--- src/rtl/write_decoder.sv ---
// One-hot register write decoder with registered copies and write counter.
// Define WRITE_DECODER_STATS_EN to build the saturating wr_count counter.
module write_decoder #(
  parameter bit MASK_X0 = 1'b0
) (
  input  logic        clk,
  input  logic        reset,
  input  logic [4:0]  A,
  input  logic        WE,
  output logic [31:0] en,
  output logic [31:0] en_q,
  output logic        we_q,
  output logic [4:0]  addr_q,
  output logic [15:0] wr_count
);

  always_comb begin
    en = '0;
    if (WE) en[A] = 1'b1;
    if (MASK_X0) en[0] = 1'b0;
  end

  always_ff @(posedge clk) begin
    if (reset) begin
      en_q   <= '0;
      we_q   <= 1'b0;
      addr_q <= '0;
    end else begin
      en_q <= en;
      we_q <= WE;
      if (WE) addr_q <= A;
    end
  end

`ifdef WRITE_DECODER_STATS_EN
  logic [15:0] cnt;

  // Masked x0 writes leave en zero, so they never count.
  always_ff @(posedge clk) begin
    if (reset)
      cnt <= '0;
    else if (|en && cnt != 16'hFFFF)
      cnt <= cnt + 16'd1;
  end

  assign wr_count = cnt;
`else
  assign wr_count = '0;
`endif

endmodule

--- config.mk ---
export PLATFORM = sky130hd
export DESIGN_NAME = write_decoder
export DESIGN_NICKNAME = d
export VERILOG_FILES = /design/src/rtl/write_decoder.sv
export SDC_FILE = /design/constraint.sdc
export NUM_CORES = 1
export LEC_CHECK = 0
export ABC_CLOCK_PERIOD_IN_PS = 1330
export CAP_MARGIN = 20
export CORE_MARGIN = 2
export CORE_UTILIZATION = 35
export DETAILED_ROUTE_END_ITERATION = 8
export GPL_ROUTABILITY_DRIVEN = 0
export PLACE_DENSITY_LB_ADDON = 0.05
export SYNTH_ARGS = -nofsm -noshare
export SYNTH_HDL_FRONTEND = slang
export SYNTH_SLANG_ARGS = --single-unit
--- constraint.sdc ---
create_clock -name clk -period 1.33 [get_ports clk]
set_input_delay 0.133 -clock clk [delete_from_list [all_inputs] [get_ports clk]]
set_output_delay 0.133 -clock clk [all_outputs]
set_load 0.01 [all_outputs]
==> flow_summary.yaml <==
run_status:
  outcome: "finished, final reports clean"
finish:
  layout_commonest_cell: "nor2_1"
  most-common-layout-cells: "nor2_1, dfxtp_1, clkdlybuf4s50_1"
  multi_input_area_um2: 549
  n_antenna_cell: 0
  area_delta_synth_final_pct: 64.7
  layout-drive-gt1-share: 0.313
  ff_latch_area_um2: 761
  fillerInstances: 390
  finish.net_count: 269
critical_path:
  slowest_delay_ns: 0.54
  cp-start-kind: "flip-flop"
  critical_path_class: "reg -> out"
  critical_path_arrival_ns: 1.16
  timing.critical_path.cells: "clkdlybuf4s50_1"
  critical_path_required_ns: 1.20
  timing.critical_path.buf_inv: 1
  worst-path-max-fanout: 2
  path_delay_family: "buffers and inverters"
  worst_setup_path_end_kind: "output port"
  cpMaxStageDelayCell: "clkdlybuf4s50_1"
floorplanning:
  number_of_standard_cell_rows_in_the_floorplan: 23
  num_io_pins: 94
  dieHeight_um: 68.1
  core_region_area_mm2: 0.00397
  design.die.area_mm2: 0.00464
  initial_utilization: 0.362
  chipWidth_um: 68.1
clock_tree:
  clk_transition_reported_paths_ns: 0.07
  clock_tree.root_cell: "clkbuf_8"
  insertion_delay_ns: 0.28
  cts_hold_buf: 0
  cts_htree_levels: 2
  cts_tree: "yes"
  numCtsBuffers: 5
  cts.path.max_buffers: 2
  cts.sink_count: 38
grt:
  grt_antenna_before_repair: 0
  global_route.usage.total: 0.194
  grt_start_max_net_pins: 13
  grt_pass1_wl_um: 6530
  overflow: 0
  first_global_vias: 1331
routing:
  vias: 1355
  detailedRoute.firstPassIterationCount: 4
  drc: 0
  drt-initial-drc-count: 48
  detail_route.wl_per_cell_um: 13.7
  drt_wl_total_um: 4260
  ant_nets: 0
  drt-vias-per-instance: 4.34
logic_synthesis:
  synth.yosys.seq_area_share: 0.529
  syn-instance-count: 161
  syn-mean-instance-area_um2: 8.93
  yosysWarnings: 0
  synth-seq-cells: 38
  count_of_distinct_cell_types_in_the_synthesized_netlist: 17
  syn_area_mm2: 0.00144
sta:
  final_max_slew_viol_count: 0
  timing.final.hold_violations: 0
  fin_crit_ns: 1.29
  fin_worst_skew_ns: 0
  maxClockFrequency_mhz: 774
  setup_violations: 0
  finalCritPeriodShare: 0.972
  finalWorstSetupSlack_ns: 0.0377
  rsz_0062_raised_after_global_routing: "no"
power_and_ir_drop:
  vdd_ir_drop_max_v: 0.000477
  sequentialPowerShare: 0.518
  gate_power_share: 0.121
  net-switching-power_mw: 0.543
  report.power.total_mw: 2.24
  power.static_leakage_nw: 1.09
  clock_share_of_power: 0.361
  intPower_mw: 1.70
  swShare: 0.243
  power_per_standard_cell_area_mw_per_mm2: 946
worst_hold_path:
  hp-class: "in -> reg"
run:
  drv_cap: 0
placed_design:
  buffers_added_on_ports: 77
  dp_hpwl_um: 3070
  place_worst_setup_slack_ns: -0.779
-- registers in the layout (all words and copies together), names as in the netlist --
signal and count:
en_q 32, addr_q 5, we_q 1
-- power groups by stage --
stage	Sequential [mW]	Combinational, mW	Clock, mW
floorplan	1.19	0.158	0
global placement	1.19	0.242	0
detailed placement	1.19	0.246	0
CTS	1.16	0.266	0.825
global route	1.16	0.293	0.876
finish	1.16	0.271	0.808
-- cell usage after synthesis (all sizes together) --
| cell | instances | share of area |
|---|---|---|
| nand3 | 2 | 0.0070 |
| nand4bb | 2 | 0.016 |
| mux2i | 5 | 0.035 |
| nor2b | 1 | 0.0044 |
| nand3b | 5 | 0.026 |
| or4b | 1 | 0.0096 |
| buf | 28 | 0.13 |
| or3 | 1 | 0.0044 |
| nor2 | 69 | 0.19 |
| clkbuf | 3 | 0.0078 |
| dfxtp | 38 | 0.53 |
| nand4b | 1 | 0.0061 |
| or3b | 4 | 0.024 |
| conb | 1 | 0.0026 |
-- final cells by class --
class | instances | share of cell area
well taps | 50 | 0.0264
clock buffers | 6 | 0.0349
flip-flops and latches | 38 | 0.321
clock inverters | 2 | 0.00529
repair buffers | 109 | 0.380
multi-input cells | 107 | 0.232
-- stage by stage --
stage | TNS (ns) | instance area [um2] | instances | util | hold slack, ns
2_1_floorplan | 0 | 1490 | 176 | - | 0.383
3_3_place_gp | -26.64 | 2260 | 290 | 0.569 | 0.476
3_5_place_dp | -28.18 | 2260 | 290 | 0.569 | 0.490
4_1_cts | 0 | 2380 | 310 | 0.599 | 0.209
5_1_grt | 0 | 2370 | 312 | 0.596 | 0.240
6_report | 0 | 2370 | 312 | 0.596 | 0.212
-- cell families (layout without fill, tap and decap cells) --
kind of cell | count (synthesis) | in the layout | share of synthesized area
mux | 5 | 5 | 0.0348
buf+inv | 31 | 117 | 0.142
simple gates | 86 | 86 | 0.292
other cells | 1 | 16 | 0.00261
flops | 38 | 38 | 0.529
-- worst paths after layout --
check	from	endpoint	slack, ns	cells past startpoint
setup / recovery	addr_q[4]	addr_q[4]	0.04	1
hold / removal	A[4]	addr_q[4]	0.21	3
setup reg to reg	addr_q[3]	addr_q[3]	0.73	2
hold reg to reg	addr_q[4]	addr_q[4]	0.51	2
-- repair_timing --
action | CTS | global route
buffers inserted | 12 | 2
hold endpoints to repair | 0 | 0
gates resized for setup | 112 | 17
pin swaps | 8 | 1
endpoints found under the setup margin | 44 | 24
-- layer usage --
layer | global-route usage | part of all wire
met1 | 0.242 | 0.44
met2 | 0.331 | 0.48
met3 | 0.0526 | 0.078
met4 | 0.0450 | 0.0047
met5 | 0 | 0
Note: power is estimated with default switching activity, not from simulation.
